--- src/rtl/ibex_pkg.sv ---
// rtl/ibex_pkg.sv - shared types and constants for the instruction request controller
package ibex_pkg;

    typedef enum logic {REQ_IDLE, REQ_WAIT_GNT} instr_req_state_e;

    localparam int unsigned INSTR_WORD_BYTES = 4;

    function automatic logic [31:0] word_align(input logic [31:0] addr);
        return {addr[31:2], 2'b00};
    endfunction

endpackage

--- src/rtl/ibex_instr_req_tracker.sv ---
// rtl/ibex_instr_req_tracker.sv - in-order outstanding-request queue of discard bits
module ibex_instr_req_tracker #(
    parameter int unsigned NUM_REQS = 2
) (
    input  logic clk_i,
    input  logic rst_ni,
    input  logic i_push,
    input  logic i_push_discard,
    input  logic i_pop,
    input  logic i_discard_all,
    output logic o_discard_oldest,
    output logic o_full,
    output logic o_empty
);

    localparam int unsigned CW = $clog2(NUM_REQS + 1);

    logic [CW-1:0]       r_cnt;
    logic [CW-1:0]       w_cnt_pop;
    logic [CW-1:0]       w_cnt_next;
    logic [NUM_REQS-1:0] r_discard;
    logic [NUM_REQS-1:0] w_discard_next;
    logic [NUM_REQS:0]   w_ext;
    logic                w_pop;

    assign w_pop      = i_pop & (r_cnt != '0);
    assign w_cnt_pop  = r_cnt - CW'(w_pop);
    assign w_cnt_next = w_cnt_pop + CW'(i_push);
    assign w_ext      = {1'b0, r_discard};

    // Entry 0 is the oldest; a pop shifts down, a push lands just past the survivors.
    always_comb begin
        w_discard_next = r_discard;
        for (int i = 0; i < int'(NUM_REQS); i++) begin
            w_discard_next[i] = w_pop ? w_ext[i+1] : r_discard[i];
            if (i_discard_all) begin
                w_discard_next[i] = 1'b1;
            end
            if (i_push && (w_cnt_pop == CW'(i))) begin
                w_discard_next[i] = i_push_discard;
            end
        end
    end

    always_ff @(posedge clk_i or negedge rst_ni) begin
        if (!rst_ni) begin
            r_cnt     <= '0;
            r_discard <= '0;
        end else begin
            r_cnt     <= w_cnt_next;
            r_discard <= w_discard_next;
        end
    end

    assign o_discard_oldest = r_discard[0];
    assign o_full           = (r_cnt == CW'(NUM_REQS));
    assign o_empty          = (r_cnt == '0);

endmodule

--- src/rtl/ibex_instr_req_ctrl.sv ---
// rtl/ibex_instr_req_ctrl.sv - instruction bus fetch request controller with branch discard
// Optional stall counter enabled by IBEX_INSTR_REQ_STALL_CNT_EN.
module ibex_instr_req_ctrl
    import ibex_pkg::*;
#(
    parameter int unsigned NUM_REQS = 2
) (
    input  logic        clk_i,
    input  logic        rst_ni,
    input  logic        req_i,
    input  logic        branch_i,
    input  logic [31:0] addr_i,
    input  logic        fifo_ready_i,
    output logic        fifo_valid_o,
    output logic [31:0] fifo_addr_o,
    output logic [31:0] fifo_rdata_o,
    output logic        fifo_err_o,
    output logic        fifo_clear_o,
    output logic        instr_req_o,
    input  logic        instr_gnt_i,
    output logic [31:0] instr_addr_o,
    input  logic        instr_rvalid_i,
    input  logic [31:0] instr_rdata_i,
    input  logic        instr_err_i,
    output logic        busy_o,
    output logic [31:0] stall_cnt_o
);

    instr_req_state_e r_state;
    instr_req_state_e w_state_next;
    logic [31:0]      r_fetch_addr;
    logic [31:0]      w_fetch_addr_next;
    logic [31:0]      r_pend_addr;
    logic [31:0]      w_target;
    logic             r_branch_pend;
    logic             w_branch_pend_next;
    logic             w_grant;
    logic             w_push_discard;
    logic             w_discard_oldest;
    logic             w_full;
    logic             w_empty;

    assign w_target = word_align(addr_i);

    always_comb begin
        w_state_next       = r_state;
        instr_req_o        = 1'b0;
        instr_addr_o       = r_fetch_addr;
        w_push_discard     = 1'b0;
        w_branch_pend_next = 1'b0;
        case (r_state)
            REQ_IDLE: begin
                instr_req_o  = (req_i | branch_i) & fifo_ready_i & ~w_full;
                instr_addr_o = branch_i ? w_target : r_fetch_addr;
                if (instr_req_o && !instr_gnt_i) begin
                    w_state_next = REQ_WAIT_GNT;
                end
            end
            REQ_WAIT_GNT: begin
                // The bus protocol forbids retracting a request, so the stale one rides out.
                instr_req_o    = 1'b1;
                instr_addr_o   = r_pend_addr;
                w_push_discard = r_branch_pend | branch_i;
                if (instr_gnt_i) begin
                    w_state_next = REQ_IDLE;
                end else begin
                    w_branch_pend_next = r_branch_pend | branch_i;
                end
            end
        endcase
    end

    assign w_grant = instr_req_o & instr_gnt_i;

    always_comb begin
        w_fetch_addr_next = r_fetch_addr;
        if (branch_i) begin
            if ((r_state == REQ_IDLE) && w_grant) begin
                w_fetch_addr_next = w_target + 32'(INSTR_WORD_BYTES);
            end else begin
                w_fetch_addr_next = w_target;
            end
        end else if (w_grant && !w_push_discard) begin
            w_fetch_addr_next = r_fetch_addr + 32'(INSTR_WORD_BYTES);
        end
    end

    always_ff @(posedge clk_i or negedge rst_ni) begin
        if (!rst_ni) begin
            r_state       <= REQ_IDLE;
            r_fetch_addr  <= '0;
            r_pend_addr   <= '0;
            r_branch_pend <= 1'b0;
        end else begin
            r_state       <= w_state_next;
            r_fetch_addr  <= w_fetch_addr_next;
            r_branch_pend <= w_branch_pend_next;
            if ((r_state == REQ_IDLE) && (w_state_next == REQ_WAIT_GNT)) begin
                r_pend_addr <= instr_addr_o;
            end
        end
    end

    ibex_instr_req_tracker #(
        .NUM_REQS (NUM_REQS)
    ) u_tracker (
        .clk_i            (clk_i),
        .rst_ni           (rst_ni),
        .i_push           (w_grant),
        .i_push_discard   (w_push_discard),
        .i_pop            (instr_rvalid_i),
        .i_discard_all    (branch_i),
        .o_discard_oldest (w_discard_oldest),
        .o_full           (w_full),
        .o_empty          (w_empty)
    );

    assign fifo_valid_o = instr_rvalid_i & ~w_discard_oldest & ~branch_i;
    assign fifo_addr_o  = addr_i;
    assign fifo_rdata_o = instr_rdata_i;
    assign fifo_err_o   = instr_err_i;
    assign fifo_clear_o = branch_i;
    assign busy_o       = instr_req_o | ~w_empty;

`ifdef IBEX_INSTR_REQ_STALL_CNT_EN
    logic [31:0] r_stall_cnt;

    always_ff @(posedge clk_i or negedge rst_ni) begin
        if (!rst_ni) begin
            r_stall_cnt <= '0;
        end else if (instr_req_o && !instr_gnt_i && (r_stall_cnt != '1)) begin
            r_stall_cnt <= r_stall_cnt + 32'd1;
        end
    end

    assign stall_cnt_o = r_stall_cnt;
`else
    assign stall_cnt_o = 32'd0;
`endif

    a_rvalid_outstanding: assert property (@(posedge clk_i) disable iff (!rst_ni)
        instr_rvalid_i |-> !w_empty);

endmodule

--- config.mk ---
export PLATFORM = sky130hd
export DESIGN_NAME = ibex_instr_req_ctrl
export DESIGN_NICKNAME = d
export VERILOG_FILES = /design/src/rtl/ibex_pkg.sv /design/src/rtl/ibex_instr_req_tracker.sv /design/src/rtl/ibex_instr_req_ctrl.sv
export SDC_FILE = /design/constraint.sdc
export NUM_CORES = 1
export LEC_CHECK = 0
export BUFFER_PORTS_ARGS = -buffer_cell sky130_fd_sc_hd__buf_2
export CORE_MARGIN = 1
export CORE_UTILIZATION = 43
export DETAILED_ROUTE_END_ITERATION = 7
export PLACE_DENSITY_LB_ADDON = 0.25
export REMOVE_ABC_BUFFERS = 1
export SYNTH_ARGS = -nofsm -noshare
export SYNTH_HDL_FRONTEND = slang
export SYNTH_SLANG_ARGS = --single-unit
--- constraint.sdc ---
create_clock -name clk_i -period 5.3 [get_ports clk_i]
set_input_delay 0.265 -clock clk_i [delete_from_list [all_inputs] [get_ports clk_i]]
set_output_delay 0.265 -clock clk_i [all_outputs]
set_load 0.01 [all_outputs]
==> impl_metrics.prom <==
# TYPE chip_impl_metric gauge
chip_impl_metric{name="n_antenna_cell",unit=""} 0
chip_impl_metric{name="initialDrtViolationCount",unit=""} 312
chip_impl_metric{name="grtUsageMet1",unit="%"} 29.4
chip_impl_metric{name="post_synth_num_cell_types",unit=""} 55
chip_impl_metric{name="seq_power_share",unit="%"} 37.9
chip_impl_metric{name="grt_use_total",unit="%"} 22.3
chip_impl_info{name="setup.worst_path.end",value="r_fetch_addr[27]$_DFFE_PN0P_"} 1
chip_impl_metric{name="met3_usage",unit="%"} 7.06
chip_impl_metric{name="report.final.setup_viol",unit=""} 0
chip_impl_metric{name="ios",unit=""} 205
chip_impl_metric{name="layout_setup_ws",unit="ps"} 2270
chip_impl_info{name="critical_path.reg2reg.endpoint",value="r_fetch_addr[27]$_DFFE_PN0P_"} 1
chip_impl_metric{name="syn_to_final_growth",unit="%"} 6.03
chip_impl_metric{name="f_max",unit="MHz"} 330
chip_impl_metric{name="clkSlewWorstSetupHoldPaths",unit="ps"} 50
chip_impl_metric{name="half_perimeter_wire_length_after_placement",unit="mm"} 10.1
chip_impl_info{name="rsz0062_at_grt",value="false"} 1
chip_impl_metric{name="yosys.area_share.adder",unit="%"} 0.678
chip_impl_metric{name="cts.sink_count",unit=""} 68
chip_impl_metric{name="synth-edff-count",unit=""} 0
chip_impl_metric{name="cap_viol_max_count",unit=""} 0
chip_impl_metric{name="worst_ep_required_time",unit="ps"} 5550
chip_impl_metric{name="design.final.nets",unit=""} 729
chip_impl_metric{name="power_report.internal_total",unit="mW"} 1.40
chip_impl_info{name="rr_startpoint",value="r_state$_DFF_PN0_"} 1
chip_impl_metric{name="ys_warn_count",unit=""} 0
chip_impl_metric{name="grt.overflow.total",unit=""} 0
chip_impl_metric{name="timing.reg2reg.setup_slack",unit="ps"} 2270
chip_impl_info{name="gr-max-usage-layer",value="met2"} 1
chip_impl_metric{name="p_clk_share",unit="%"} 33.2
chip_impl_metric{name="critPathMaxFanout",unit=""} 44
chip_impl_metric{name="cts-buffers-inserted",unit=""} 9
chip_impl_metric{name="ys_async_sr_fraction",unit="%"} 100
chip_impl_metric{name="p_comb_share",unit="%"} 28.9
chip_impl_metric{name="yosys.area_share.simple",unit="%"} 22.4
chip_impl_metric{name="synth_compound_area_share",unit="%"} 9.19
chip_impl_metric{name="dpl_worst_slack",unit="ps"} 2170
chip_impl_metric{name="grt.met2_usage",unit="%"} 33.0
chip_impl_metric{name="synth.avg_cell_area",unit="sq um"} 8.68
chip_impl_metric{name="drc",unit=""} 0
chip_impl_info{name="hold_class",value="in2async"} 1
chip_impl_metric{name="layout.cell_area.non_filler",unit="sq um"} 5870
chip_impl_metric{name="ctsResizeCount",unit=""} 0
chip_impl_info{name="setup.worst_path.start",value="r_state$_DFF_PN0_"} 1
chip_impl_metric{name="grt_max_degree",unit=""} 69
chip_impl_metric{name="globalplace.congestion",unit=""} 0.839
chip_impl_metric{name="tightestPinTransition",unit="ps"} 1140
chip_impl_metric{name="power.net_switching",unit="mW"} 0.696
chip_impl_metric{name="first_global_vias",unit=""} 4280
chip_impl_metric{name="fp.coreArea",unit="sq um"} 12600
chip_impl_metric{name="final_min_period_over_clock_period",unit="%"} 57.2
chip_impl_info{name="tritoncts",value="done"} 1
chip_impl_metric{name="skew",unit="ps"} 5.47
chip_impl_metric{name="postCtsHoldBufs",unit=""} 0
chip_impl_metric{name="grt_pass1_wl",unit="mm"} 22.3
chip_impl_metric{name="vias_per_cell",unit=""} 5.51
chip_impl_info{name="outcome",value="complete, no violations"} 1
chip_impl_metric{name="ir_worst_vdd",unit="V"} 0.000172
chip_impl_info{name="synth_area_leader_cell",value="dfrtp_1"} 1
chip_impl_metric{name="antenna_violations_before_repair",unit=""} 0
chip_impl_metric{name="synth_seq_cells",unit=""} 68
chip_impl_metric{name="report.final.slew_viol_count",unit=""} 0
chip_impl_metric{name="drtPass1Iterations",unit=""} 5
chip_impl_metric{name="period_minus_slack",unit="ps"} 3030
chip_impl_metric{name="wire_per_inst",unit="microns"} 17.5
chip_impl_metric{name="synth_sequential_area_ratio",unit="%"} 30.7
chip_impl_info{name="ys_top_cells_by_area",value="dfrtp_1 (31%), buf_4 (14%), mux2_2 (7.1%), mux2i_1 (6.1%), nand2_1 (5.6%)"} 1
chip_impl_metric{name="total_cell_area_at_the_placement_stage",unit="sq um"} 5530
chip_impl_metric{name="worst_skew_pair.late_latency",unit="ps"} 340
chip_impl_metric{name="buffer_ports.inserted",unit=""} 102
chip_impl_metric{name="final.fill_count",unit=""} 1201
chip_impl_info{name="endpoint_kind",value="register"} 1
chip_impl_metric{name="cts-root-to-sink-buffers",unit=""} 2
chip_impl_metric{name="max-slew-margin-rel",unit="%"} 23.2
chip_impl_metric{name="placementRows",unit=""} 41
chip_impl_metric{name="xor_and_xnor_area_share_after_synthesis",unit="%"} 6.48
chip_impl_metric{name="synth.cell_area",unit="sq um"} 5540
chip_impl_metric{name="power-per-cell-area",unit="nW/um^2"} 358
chip_impl_info{name="cts_root_buffer_type",value="clkbuf_16"} 1
chip_impl_metric{name="die_width",unit="microns"} 116
chip_impl_metric{name="multi_input_area",unit="sq um"} 3010
chip_impl_metric{name="critical_path_arrival",unit="ps"} 3280
chip_impl_metric{name="area.sequential",unit="sq um"} 1700
chip_impl_metric{name="fin_setup_tns",unit="ps"} 0
chip_impl_metric{name="p_leak",unit="nW"} 2.60
chip_impl_metric{name="num_vias",unit=""} 4575
chip_impl_metric{name="postRouteWirelength",unit="mm"} 14.5
chip_impl_metric{name="cts-htree-levels",unit=""} 3
chip_impl_metric{name="initial_util",unit="%"} 44.1
chip_impl_info{name="criticalPathCategory",value="reg2reg"} 1
chip_impl_metric{name="finalHoldViolCount",unit=""} 0
chip_impl_info{name="worst_setup_path_start_kind",value="register"} 1
chip_impl_metric{name="final_antenna_net_count",unit=""} 0
chip_impl_metric{name="synthesis.instances",unit=""} 638
chip_impl_metric{name="die_area",unit="sq um"} 13300
chip_impl_metric{name="power.share.switching",unit="%"} 33.1
chip_impl_info{name="synth_top_flop_cell",value="dfrtp_1"} 1
chip_impl_metric{name="post_route_cells_drive_above_1_share",unit="%"} 25.9
chip_impl_metric{name="share_of_synthesized_area_spent_on_multiplexers",unit="%"} 13.3
chip_impl_info{name="largest_family_of_logic_cells_by_synthesized_area",value="simple AND/OR/NAND/NOR gates"} 1
chip_impl_metric{name="post_cts_setup_inserts",unit=""} 0
chip_impl_metric{name="synth_top_area_share",unit="%"} 30.7
chip_impl_metric{name="reg2regPathDepth",unit=""} 5
chip_impl_metric{name="die_h",unit="microns"} 116
-- per-layer routing --
metal | routed length [microns] | part of all wire [%]
met5 | 0 | 0
met4 | 285 | 2.0
met3 | 1110 | 7.6
met2 | 6550 | 45
met1 | 6580 | 45
-- state kept, by name, indices dropped and copies added (netlist names) --
register             flops
r_fetch_addr            30
u_tracker.r_cnt          2
r_state                  1
u_tracker.r_discard      2
r_pend_addr             32
r_branch_pend            1
-- power groups by stage --
stage                     registers (mW)  clock network, mW  logic [mW]
after floorplan                    0.768                  0       0.408
after global placement             0.795                  0       0.595
after CTS                          0.795              0.715       0.615
final                              0.797              0.698       0.606
after detailed placement           0.804                  0       0.611
after global routing               0.820              0.738       0.685
-- layout make-up --
class                   instances  area share, %
inverters                      18           1.15
well taps                     172           3.66
clock buffers                   9           3.83
flip-flops and latches         68           29.0
repair buffers                106           9.20
clock inverters                 7           1.96
multi-input cells             451           51.2
-- how the worst min path moves through the flow --
stage                                from                           end  slack [ps]  depth (start not counted)
2_1_floorplan                      rst_ni       r_branch_pend$_DFF_PN0_         -30                          0
3_3_place_gp   r_pend_addr[8]$_DFFE_PN0P_    r_pend_addr[8]$_DFFE_PN0P_         450                          2
6_report                           rst_ni   r_pend_addr[25]$_DFFE_PN0P_         130                          2
3_5_place_dp   r_pend_addr[9]$_DFFE_PN0P_    r_pend_addr[9]$_DFFE_PN0P_         460                          2
4_1_cts                            rst_ni  r_fetch_addr[31]$_DFFE_PN0P_         190                          2
5_1_grt                            rst_ni   r_pend_addr[25]$_DFFE_PN0P_         230                          2
-- logic make-up after synthesis --
group	after synthesis
AO/OA/AOI/OAI	79
XOR/XNOR	41
adder cells (fa/ha/maj)	3
buffers and inverters	150
flip-flops	68
multiplexers	69
other	1
AND/OR/NAND/NOR	227
-- placed cells by master, fill, tap and decap left out, types with 16 or more instances in the layout --
master	Yosys	layout
buf_2	5	102
nand2_1	82	82
dfrtp_1	68	67
mux2_2	35	35
mux2i_1	34	34
conb_1	1	32
o21ai_0	28	28
xor2_1	25	25
nand4_1	22	22
inv_1	18	18
nor2_1	17	17
xnor2_1	16	16
-- per-stage QoR --
stage	power, mW	instances	utilization (%)	hold WS (ps)
2_1_floorplan	1.18	537	-	-30.6
3_3_place_gp	1.39	815	44.0	451
3_5_place_dp	1.41	815	44.0	460
4_1_cts	2.12	831	46.7	188
5_1_grt	2.24	831	46.7	226
6_report	2.10	831	46.7	133
-- synthesized netlist by cell type (all sizes together) (2+ instances only) --
cell     number
mux2i        34
nor2         18
o31ai         3
and4          7
nand2b        6
a21oi        12
o211ai       14
ha            3
or4           5
and2         14
mux2         35
clkbuf       24
a211oi        2
nor2b        10
nand4        23
nor3b         2
nand2        82
or2           2
inv          18
nor3         15
xor2         25
and3          9
nand4b        2
or3           3
nor4         12
or4b          2
o21a          2
buf         108
xnor2        16
o21ai        30
o2111ai       5
a211o         4
nand3        14
dfrtp        68
-- critical path: stages (launching register included) --
cell and delay (ps):
dfrtp_2 1000, nand2_1 200, nor3_4 580, o21ai_1 440, or4b_1 620, o211ai_1 90
Power figures use the tool's default switching activity.
